==> src/rtl/psg_pkg.sv <==
// Shared definitions for the multi-channel PSG: register map,
// ctrl/shape bit positions and the 4-bit to 10-bit volume curve.
package psg_pkg;

    localparam logic [7:0] A_NOISE   = 8'h00;
    localparam logic [7:0] A_ENV_LO  = 8'h01;
    localparam logic [7:0] A_ENV_HI  = 8'h02;
    localparam logic [7:0] A_SHAPE   = 8'h03;
    localparam logic [7:0] A_STATUS  = 8'h04;
    localparam logic [7:0] A_CH_BASE = 8'h10;

    localparam int CH_STRIDE = 4;

    localparam logic [1:0] OFS_PER_LO = 2'd0;
    localparam logic [1:0] OFS_PER_HI = 2'd1;
    localparam logic [1:0] OFS_CTRL   = 2'd2;
    localparam logic [1:0] OFS_VOL    = 2'd3;

    localparam int SH_HOLD = 0;
    localparam int SH_ALT  = 1;
    localparam int SH_ATK  = 2;
    localparam int SH_CONT = 3;

    localparam int CT_TONE  = 0;
    localparam int CT_NOISE = 1;
    localparam int CT_PANL  = 2;
    localparam int CT_PANR  = 3;

    // pan_l and pan_r set, both generators disabled
    localparam logic [3:0] CTRL_RST = 4'b1100;

    function automatic logic [9:0] vol_lut(input logic [3:0] v);
        logic [9:0] r;
        case (v)
            4'd0:    r = 10'd0;
            4'd1:    r = 10'd6;
            4'd2:    r = 10'd9;
            4'd3:    r = 10'd13;
            4'd4:    r = 10'd19;
            4'd5:    r = 10'd27;
            4'd6:    r = 10'd39;
            4'd7:    r = 10'd56;
            4'd8:    r = 10'd80;
            4'd9:    r = 10'd116;
            4'd10:   r = 10'd166;
            4'd11:   r = 10'd239;
            4'd12:   r = 10'd344;
            4'd13:   r = 10'd495;
            4'd14:   r = 10'd712;
            default: r = 10'd1023;
        endcase
        return r;
    endfunction

endpackage

==> src/rtl/psg_tone.sv <==
// Square-wave tone generator for one PSG channel.
// Ports: clk, reset_n, tick (advance), period, tone_out.
module psg_tone
    import psg_pkg::*;
#(
    parameter int PERIOD_W = 12
) (
    input  logic                clk,
    input  logic                reset_n,
    input  logic                tick,
    input  logic [PERIOD_W-1:0] period,
    output logic                tone_out
);

    logic [PERIOD_W-1:0] r_cnt;
    logic                r_out;

    // >= so that a period written below the running count
    // forces a toggle on the next tick instead of a long wrap
    always_ff @(posedge clk or negedge reset_n) begin
        if (!reset_n) begin
            r_cnt <= '0;
            r_out <= 1'b0;
        end else if (tick) begin
            if (r_cnt >= period) begin
                r_cnt <= '0;
                r_out <= ~r_out;
            end else begin
                r_cnt <= r_cnt + PERIOD_W'(1);
            end
        end
    end

    assign tone_out = r_out;

endmodule

==> src/rtl/psg_multi.sv <==
// NUM_CH-channel PSG: tones, shared noise and envelope, stereo mix.
// Ports: clk, reset_n, a0/wren/wrdata bus, rddata, audio_l/r, env_stopped.
module psg_multi
    import psg_pkg::*;
#(
    parameter  int NUM_CH   = 6,
    parameter  int PERIOD_W = 12,
    parameter  int DIV      = 128,
    localparam int OUT_W    = 10 + $clog2(NUM_CH + 1)
) (
    input  logic             clk,
    input  logic             reset_n,
    input  logic             a0,
    input  logic             wren,
    input  logic [7:0]       wrdata,
    output logic [7:0]       rddata,
    output logic [OUT_W-1:0] audio_l,
    output logic [OUT_W-1:0] audio_r,
    output logic             env_stopped
);

    localparam int PW = $clog2(DIV);

    logic [PW-1:0]       r_presc;
    logic [7:0]          r_addr;
    logic [4:0]          r_nper;
    logic [15:0]         r_eper;
    logic [3:0]          r_shape;
    logic [PERIOD_W-1:0] r_per  [NUM_CH];
    logic [3:0]          r_ctrl [NUM_CH];
    logic [4:0]          r_vol  [NUM_CH];
    logic [4:0]          r_ncnt;
    logic                r_nprs;
    logic [16:0]         r_lfsr;
    logic [16:0]         r_ecnt;
    logic [3:0]          r_elvl;
    logic                r_edir;
    logic                r_estop;
    logic [OUT_W-1:0]    r_audio_l;
    logic [OUT_W-1:0]    r_audio_r;

    logic              w_tick;
    logic              w_wr;
    logic              w_in_ch;
    logic [7:0]        w_off;
    logic [5:0]        w_ch;
    logic [1:0]        w_fld;
    logic              w_shape_wr;
    logic              w_estep;
    logic              w_eend;
    logic [NUM_CH-1:0] w_tone;
    logic [9:0]        w_amp [NUM_CH];
    logic [OUT_W-1:0]  w_sum_l;
    logic [OUT_W-1:0]  w_sum_r;

    assign w_tick     = (r_presc == '0);
    assign w_wr       = wren && !a0;
    assign w_in_ch    = (r_addr >= A_CH_BASE);
    assign w_off      = r_addr - A_CH_BASE;
    assign w_ch       = w_off[7:2];
    assign w_fld      = w_off[1:0];
    assign w_shape_wr = w_wr && (r_addr == A_SHAPE);

    always_ff @(posedge clk or negedge reset_n) begin
        if (!reset_n) r_presc <= '0;
        else          r_presc <= r_presc + PW'(1);
    end

    always_ff @(posedge clk or negedge reset_n) begin
        if (!reset_n) begin
            r_addr  <= '0;
            r_nper  <= '0;
            r_eper  <= '0;
            r_shape <= '0;
        end else begin
            if (wren && a0) r_addr <= wrdata;
            if (w_wr) begin
                case (r_addr)
                    A_NOISE:  r_nper       <= wrdata[4:0];
                    A_ENV_LO: r_eper[7:0]  <= wrdata;
                    A_ENV_HI: r_eper[15:8] <= wrdata;
                    A_SHAPE:  r_shape      <= wrdata[3:0];
                    default:  ;
                endcase
            end
        end
    end

    always_ff @(posedge clk or negedge reset_n) begin
        if (!reset_n) begin
            for (int c = 0; c < NUM_CH; c++) begin
                r_per[c]  <= '0;
                r_ctrl[c] <= CTRL_RST;
                r_vol[c]  <= '0;
            end
        end else if (w_wr && w_in_ch) begin
            for (int c = 0; c < NUM_CH; c++) begin
                if (w_ch == 6'(c)) begin
                    unique case (w_fld)
                        OFS_PER_LO: r_per[c][7:0] <= wrdata;
                        OFS_PER_HI: r_per[c][PERIOD_W-1:8] <=
                                    wrdata[PERIOD_W-9:0];
                        OFS_CTRL:   r_ctrl[c] <= wrdata[3:0];
                        OFS_VOL:    r_vol[c]  <= wrdata[4:0];
                    endcase
                end
            end
        end
    end

    always_comb begin
        rddata = '0;
        if (w_in_ch) begin
            for (int c = 0; c < NUM_CH; c++) begin
                if (w_ch == 6'(c)) begin
                    unique case (w_fld)
                        OFS_PER_LO: rddata = r_per[c][7:0];
                        OFS_PER_HI: rddata = 8'(r_per[c][PERIOD_W-1:8]);
                        OFS_CTRL:   rddata = {4'b0, r_ctrl[c]};
                        OFS_VOL:    rddata = {3'b0, r_vol[c]};
                    endcase
                end
            end
        end else begin
            case (r_addr)
                A_NOISE:  rddata = {3'b0, r_nper};
                A_ENV_LO: rddata = r_eper[7:0];
                A_ENV_HI: rddata = r_eper[15:8];
                A_SHAPE:  rddata = {4'b0, r_shape};
                A_STATUS: rddata = {7'b0, r_estop};
                default:  rddata = '0;
            endcase
        end
    end

    // r_nprs halves the wrap rate so the LFSR moves every second wrap
    always_ff @(posedge clk or negedge reset_n) begin
        if (!reset_n) begin
            r_ncnt <= '0;
            r_nprs <= 1'b0;
            r_lfsr <= 17'h1;
        end else if (w_tick) begin
            if (r_ncnt >= r_nper) begin
                r_ncnt <= '0;
                r_nprs <= ~r_nprs;
                if (r_nprs) r_lfsr <= {r_lfsr[0] ^ r_lfsr[3], r_lfsr[16:1]};
            end else begin
                r_ncnt <= r_ncnt + 5'd1;
            end
        end
    end

    // >= keeps the counter inside 0..2P after a period shrink
    assign w_estep = w_tick && (r_ecnt >= {r_eper, 1'b0});
    assign w_eend  = r_edir ? (r_elvl == 4'hF) : (r_elvl == 4'h0);

    always_ff @(posedge clk or negedge reset_n) begin
        if (!reset_n) begin
            r_ecnt  <= '0;
            r_elvl  <= '0;
            r_edir  <= 1'b0;
            r_estop <= 1'b1;
        end else if (w_shape_wr) begin
            r_ecnt  <= '0;
            r_elvl  <= wrdata[SH_ATK] ? 4'h0 : 4'hF;
            r_edir  <= wrdata[SH_ATK];
            r_estop <= 1'b0;
        end else if (w_tick) begin
            r_ecnt <= w_estep ? '0 : r_ecnt + 17'd1;
            if (w_estep && !r_estop) begin
                if (!w_eend) begin
                    r_elvl <= r_edir ? r_elvl + 4'd1 : r_elvl - 4'd1;
                end else if (!r_shape[SH_CONT]) begin
                    r_elvl  <= 4'h0;
                    r_estop <= 1'b1;
                end else if (r_shape[SH_HOLD]) begin
                    r_elvl  <= r_elvl ^ {4{r_shape[SH_ALT]}};
                    r_estop <= 1'b1;
                end else if (r_shape[SH_ALT]) begin
                    r_edir <= ~r_edir;
                end else begin
                    r_elvl <= r_edir ? 4'h0 : 4'hF;
                end
            end
        end
    end

    for (genvar c = 0; c < NUM_CH; c++) begin : g_ch
        logic       w_gate;
        logic [3:0] w_vsel;

        psg_tone #(.PERIOD_W(PERIOD_W)) u_tone (
            .clk      (clk),
            .reset_n  (reset_n),
            .tick     (w_tick),
            .period   (r_per[c]),
            .tone_out (w_tone[c])
        );

        // a disabled generator passes 1, so both off gives DC volume
        assign w_gate = (w_tone[c] | ~r_ctrl[c][CT_TONE]) &
                        (r_lfsr[0] | ~r_ctrl[c][CT_NOISE]);
        assign w_vsel = r_vol[c][4] ? r_elvl : r_vol[c][3:0];
        assign w_amp[c] = w_gate ? vol_lut(w_vsel) : 10'd0;
    end

    always_comb begin
        w_sum_l = '0;
        w_sum_r = '0;
        for (int c = 0; c < NUM_CH; c++) begin
            w_sum_l = w_sum_l +
                      (r_ctrl[c][CT_PANL] ? OUT_W'(w_amp[c]) : '0);
            w_sum_r = w_sum_r +
                      (r_ctrl[c][CT_PANR] ? OUT_W'(w_amp[c]) : '0);
        end
    end

    always_ff @(posedge clk or negedge reset_n) begin
        if (!reset_n) begin
            r_audio_l <= '0;
            r_audio_r <= '0;
        end else if (w_tick) begin
            r_audio_l <= w_sum_l;
            r_audio_r <= w_sum_r;
        end
    end

    assign audio_l     = r_audio_l;
    assign audio_r     = r_audio_r;
    assign env_stopped = r_estop;

endmodule

==> config.mk <==
export PLATFORM = sky130hd
export DESIGN_NAME = psg_multi
export DESIGN_NICKNAME = d
export VERILOG_FILES = /design/src/rtl/psg_pkg.sv /design/src/rtl/psg_tone.sv /design/src/rtl/psg_multi.sv
export SDC_FILE = /design/constraint.sdc
export NUM_CORES = 1
export LEC_CHECK = 0
export CAP_MARGIN = 20
export CORE_MARGIN = 1
export CORE_UTILIZATION = 40
export DETAILED_ROUTE_END_ITERATION = 10
export PLACE_DENSITY = 0.61
export RECOVER_POWER = 50
export SETUP_SLACK_MARGIN = 0.02
export SLEW_MARGIN = 25
export SYNTH_ARGS = -nofsm -noshare
export SYNTH_HDL_FRONTEND = slang
export SYNTH_SLANG_ARGS = --single-unit
==> constraint.sdc <==
create_clock -name clk -period 4.6 [get_ports clk]
set_input_delay 0.92 -clock clk [delete_from_list [all_inputs] [get_ports clk]]
set_output_delay 0.92 -clock clk [all_outputs]
set_load 0.01 [all_outputs]
==> qor.json <==
{
  "boundary_pins": {"value": 47},
  "cts_max_level": {"value": 2},
  "count_of_state_elements_after_synthesis": {"value": 316},
  "number_of_design_rule_violations_left_after_detail_routing": {"value": 0},
  "syn_to_final_growth": {"value": 23.0, "unit": "%"},
  "fin_crit": {"value": 4.81, "unit": "ns"},
  "place_congestion": {"value": 0.938},
  "timing.critical_path.fanout_max": {"value": 4},
  "drt_pass1_iterations": {"value": 5},
  "synth_cell_type_count": {"value": 75},
  "postCtsHoldBufs": {"value": 0},
  "groute.layer.met1.usage": {"value": 31.0, "unit": "%"},
  "finalNetCount": {"value": 2701},
  "slew_violations": {"value": 107},
  "power.ir.vdd_worst": {"value": 0.266, "unit": "mV"},
  "port-buffer-count": {"value": 46},
  "yosys.cell_count.top_type": {"value": "sky130_fd_sc_hd__dfrtp_1"},
  "synth_edf_count": {"value": 0},
  "p_int": {"value": 0.00565, "unit": "W"},
  "post-synth-top-area-cell": {"value": "sky130_fd_sc_hd__dfrtp_1"},
  "pwr-share-seq": {"value": 39.3, "unit": "%"},
  "detailedRoute.firstIterationViolations": {"value": 984},
  "prevailing_post_synth_register_cell": {"value": "sky130_fd_sc_hd__dfrtp_1"},
  "global_route.peak_usage_layer": {"value": "met2"},
  "global_route.usage.met2": {"value": 37.6, "unit": "%"},
  "static-leakage-power": {"value": 12.5, "unit": "nW"},
  "rsz0062_at_grt": {"value": "yes"},
  "groute.layer.met3.usage": {"value": 3.21, "unit": "%"},
  "post_layout_nonfiller_instances": {"value": 3184},
  "clockPowerShare": {"value": 41.6, "unit": "%"},
  "start_util": {"value": 40.7, "unit": "%"},
  "finalHoldViolCount": {"value": 0},
  "path_cells": {"value": "mux2i_4 -> ha_2 -> or3_4 -> a21oi_4 -> and2_4 -> fa_1 -> fa_1 -> inv_1 -> fa_1 -> inv_2 -> ha_4 -> inv_2 -> fa_2 -> nor2b_2 -> o21ai_2 -> a21boi_2 -> o21ai_2 -> a21oi_2 -> xnor2_1 -> o21ai_1"},
  "post_route_cells_drive_above_1_share": {"value": 28.6, "unit": "%"},
  "setup_ws": {"value": -0.212, "unit": "ns"},
  "timing.max_cap.violations": {"value": 1},
  "clockBufferDepth": {"value": 3},
  "critPathMostFrequentCell": {"value": "sky130_fd_sc_hd__fa_1"},
  "combPwrFrac": {"value": 19.1, "unit": "%"},
  "antenna_cells": {"value": 0},
  "clock-sinks": {"value": 316},
  "wl_per_cell": {"value": 19.5, "unit": "microns"},
  "timing_worst_setup_path_type": {"value": "flop to flop"},
  "worst_setup_hold_path_clk_slew": {"value": 0.06, "unit": "ns"},
  "synth-seq-area-share": {"value": 36.0, "unit": "%"},
  "grt_overflow": {"value": 0},
  "worstPathRequired": {"value": 5.03, "unit": "ns"},
  "grt_pass1_wl": {"value": 101000, "unit": "microns"},
  "placementRows": {"value": 85},
  "outcome": {"value": "complete, but fails checks"},
  "clock-skew-final": {"value": 0.0171, "unit": "ns"},
  "grt_start_max_net_pins": {"value": 107},
  "post_synth_inst_count": {"value": 2240},
  "synth_async_sr_flop_share": {"value": 100, "unit": "%"},
  "hold_path_depth": {"value": 2},
  "fmax": {"value": 208, "unit": "MHz"},
  "switching_share": {"value": 29.0, "unit": "%"},
  "stage_delay_of_the_slowest_cell_on_the_critical_path": {"value": 0.58, "unit": "ns"},
  "hold_path_class": {"value": "flop to flop"},
  "clk_latency": {"value": 0.57, "unit": "ns"},
  "crit_slowest_cell": {"value": "sky130_fd_sc_hd__fa_1"},
  "die-area": {"value": 0.0559, "unit": "sq mm"},
  "post-place-cells": {"value": 3087},
  "fp.coreArea": {"value": 0.0540, "unit": "sq mm"},
  "worst_ep_arrival_time": {"value": 5.25, "unit": "ns"},
  "timing_worst_slew_pin_value": {"value": 2.73, "unit": "ns"},
  "violations": {"value": "max-capacitance violations, max-slew violations, negative setup slack"},
  "tritoncts.num_buffers": {"value": 38},
  "cts.root.buffer_cell": {"value": "sky130_fd_sc_hd__clkbuf_16"},
  "post-synth-top-area-fraction": {"value": 34.4, "unit": "%"},
  "post-dp-hpwl": {"value": 46700, "unit": "microns"},
  "setup_violations_final": {"value": 12},
  "synth.net_count": {"value": 2481},
  "grtUsageTotal": {"value": 22.7, "unit": "%"},
  "ys_top_cells_by_count": {"value": "sky130_fd_sc_hd__dfrtp_1 (302), sky130_fd_sc_hd__nand2_1 (240), sky130_fd_sc_hd__inv_1 (226)"},
  "worst_slew_margin_rel": {"value": -81.7, "unit": "%"},
  "synthesis.yosys.warnings": {"value": 0},
  "num-fill-cells": {"value": 4847},
  "chipHeight": {"value": 236, "unit": "microns"},
  "seq_area": {"value": 0.00794, "unit": "sq mm"},
  "number_of_global_route_vias_before_repair": {"value": 18200},
  "power.density_cell_area": {"value": 294, "unit": "mW/mm^2"},
  "worst_setup_path_end_kind": {"value": "flop"},
  "min_period_over_period": {"value": 105, "unit": "%"},
  "number_of_antenna_violations_at_the_first_check_in_global_routing": {"value": 1},
  "ant_nets": {"value": 0},
  "sum_of_routed_wire_length_over_all_layers": {"value": 62000, "unit": "microns"},
  "route.vias.total": {"value": 17700},
  "mappedNetlistArea": {"value": 0.0220, "unit": "sq mm"},
  "reg2regPathDepth": {"value": 20},
  "die_width": {"value": 236, "unit": "microns"},
  "synth.area.top_cells": {"value": "sky130_fd_sc_hd__dfrtp_1 (34%), sky130_fd_sc_hd__ha_1 (8.4%), sky130_fd_sc_hd__mux2_2 (8.2%), sky130_fd_sc_hd__fa_1 (7.4%), sky130_fd_sc_hd__nand2_1 (4.1%)"},
  "startpoint_type": {"value": "flop"},
  "cts_tree": {"value": "built"},
  "final.hold.worst_slack": {"value": 0.474, "unit": "ns"},
  "power_switching": {"value": 0.00230, "unit": "W"},
  "postSynthAreaPerCell": {"value": 9.82, "unit": "sq um"},
  "avgViaCountPerCell": {"value": 5.56},
  "multi_input_comb_area": {"value": 0.0138, "unit": "sq mm"}
}
[path summary, 6_finish.rpt]
| path | startpoint | to | slack [ns] |
|---|---|---|---|
| max | r_vol[14] | audio_l[10] | -0.21 |
| min reg2reg | audio_l[0] | audio_l[0] | 0.47 |
| min | audio_l[0] | audio_l[0] | 0.47 |
| max reg2reg | r_vol[14] | audio_l[10] | -0.21 |
| max in group asynchronous | reset_n | r_vol[24] | 0.94 |
| min in group asynchronous | reset_n | g_ch[2].u_tone.r_cnt[2] | 1.20 |
[worst max-delay path: cells and delay by family, from the launching register on]
family,cells,cell delay (ns)
AND/OR/NAND/NOR,3,0.70
adder cells (fa/ha/maj),6,2.19
AO/OA/AOI/OAI,6,0.76
flip-flops,1,0.47
buffers and inverters,3,0.18
XOR/XNOR,1,0.14
multiplexers,1,0.21
[cells in the final DEF, fill, tap and decap left out, types with 19 or more instances in the layout]
cell type                         instances
sky130_fd_sc_hd__and3_1                  38
sky130_fd_sc_hd__ha_1                   128
sky130_fd_sc_hd__clkdlybuf4s50_1         41
sky130_fd_sc_hd__and2_1                  45
sky130_fd_sc_hd__fa_1                    67
sky130_fd_sc_hd__buf_6                   19
sky130_fd_sc_hd__nor2_1                 104
sky130_fd_sc_hd__xnor2_1                 33
sky130_fd_sc_hd__nand3_1                 49
sky130_fd_sc_hd__inv_2                   21
sky130_fd_sc_hd__mux2i_4                 19
sky130_fd_sc_hd__nand4_1                 25
sky130_fd_sc_hd__and2_4                  22
sky130_fd_sc_hd__xor2_1                  27
sky130_fd_sc_hd__nor3_1                  20
sky130_fd_sc_hd__o21ai_0                126
sky130_fd_sc_hd__a21oi_1                 64
sky130_fd_sc_hd__a21o_1                  35
sky130_fd_sc_hd__nand2_1                234
sky130_fd_sc_hd__inv_1                  202
sky130_fd_sc_hd__mux4_2                  31
sky130_fd_sc_hd__clkbuf_16               38
sky130_fd_sc_hd__a21oi_2                 25
sky130_fd_sc_hd__mux2_2                 153
sky130_fd_sc_hd__buf_4                  193
sky130_fd_sc_hd__dfrtp_1                294
sky130_fd_sc_hd__nand2b_1                26
sky130_fd_sc_hd__nor2b_1                 21
[metrics by stage]
| stage | power (W) | util (%) | TNS, ns | setup WS, ns | cell area [sq um] |
|---|---|---|---|---|---|
| finish | 0.00796 | 50.1 | -1.84 | -0.212 | 27100 |
| global route | 0.00827 | 50.1 | -3.90 | -0.384 | 27100 |
| CTS | 0.00794 | 49.1 | -2.10 | -0.255 | 26600 |
| detailed placement | 0.00452 | 45.5 | -5.26 | -0.555 | 24600 |
| global placement | 0.00448 | 45.5 | -4.42 | -0.426 | 24600 |
| floorplan | 0.00393 | - | -0.0836 | -0.0394 | 22200 |
[area by class of cell]
type                    instances  share of cell area, %
flip-flops and latches        316                   29.3
clock inverters                16                   1.12
multi-input cells            1610                   51.1
repair buffers                268                   8.17
clock buffers                  52                   3.93
inverters                     226                   3.16
well taps                     696                   3.22
[power groups by stage]
stage	clock [W]	sequential (W)	combinational, W
after detailed placement	0	0.00317	0.00136
after global placement	0	0.00316	0.00132
final	0.00331	0.00313	0.00152
after CTS	0.00337	0.00312	0.00145
after global routing	0.00347	0.00314	0.00165
after floorplan	0	0.00305	0.000874
[cells by family (layout without fill, tap and decap cells)]
group / count (synthesis) / count (layout) / share of synthesized area, %
AND/OR/NAND/NOR: 675 / 675 / 15.1
buffers and inverters: 314 / 562 / 5.70
adder cells (fa/ha/maj): 229 / 229 / 15.8
AO/OA/AOI/OAI: 421 / 421 / 12.0
multiplexers: 224 / 224 / 12.9
XOR/XNOR: 61 / 61 / 2.43
flip-flops: 316 / 316 / 36.0
[registers in the layout, summed over array words and instances (netlist names)]
register	cells
g_ch.u_tone.tone_out	6
g_ch.u_tone.r_cnt	72
r_ncnt	5
audio_l	13
r_ecnt	17
r_nprs	1
env_stopped	1
r_addr	8
r_ctrl	24
r_vol	30
r_elvl	4
r_per	72
r_lfsr	17
r_nper	5
r_presc	7
r_shape	4
r_eper	16
r_edir	1
audio_r	13
[repair_timing]
action	CTS	global route
endpoints found under the setup margin	16	18
buffers inserted	23	9
resized for setup	124	127
pin swaps	61	53
[layer usage]
layer  vias to the layer above  part of all wire [%]
li1                       8188                     -
met1                      8933                    45
met2                       471                    48
met3                        97                   5.4
met4                         0                   2.4
met5                         -                     0
Note: power is estimated with default switching activity, not from simulation.
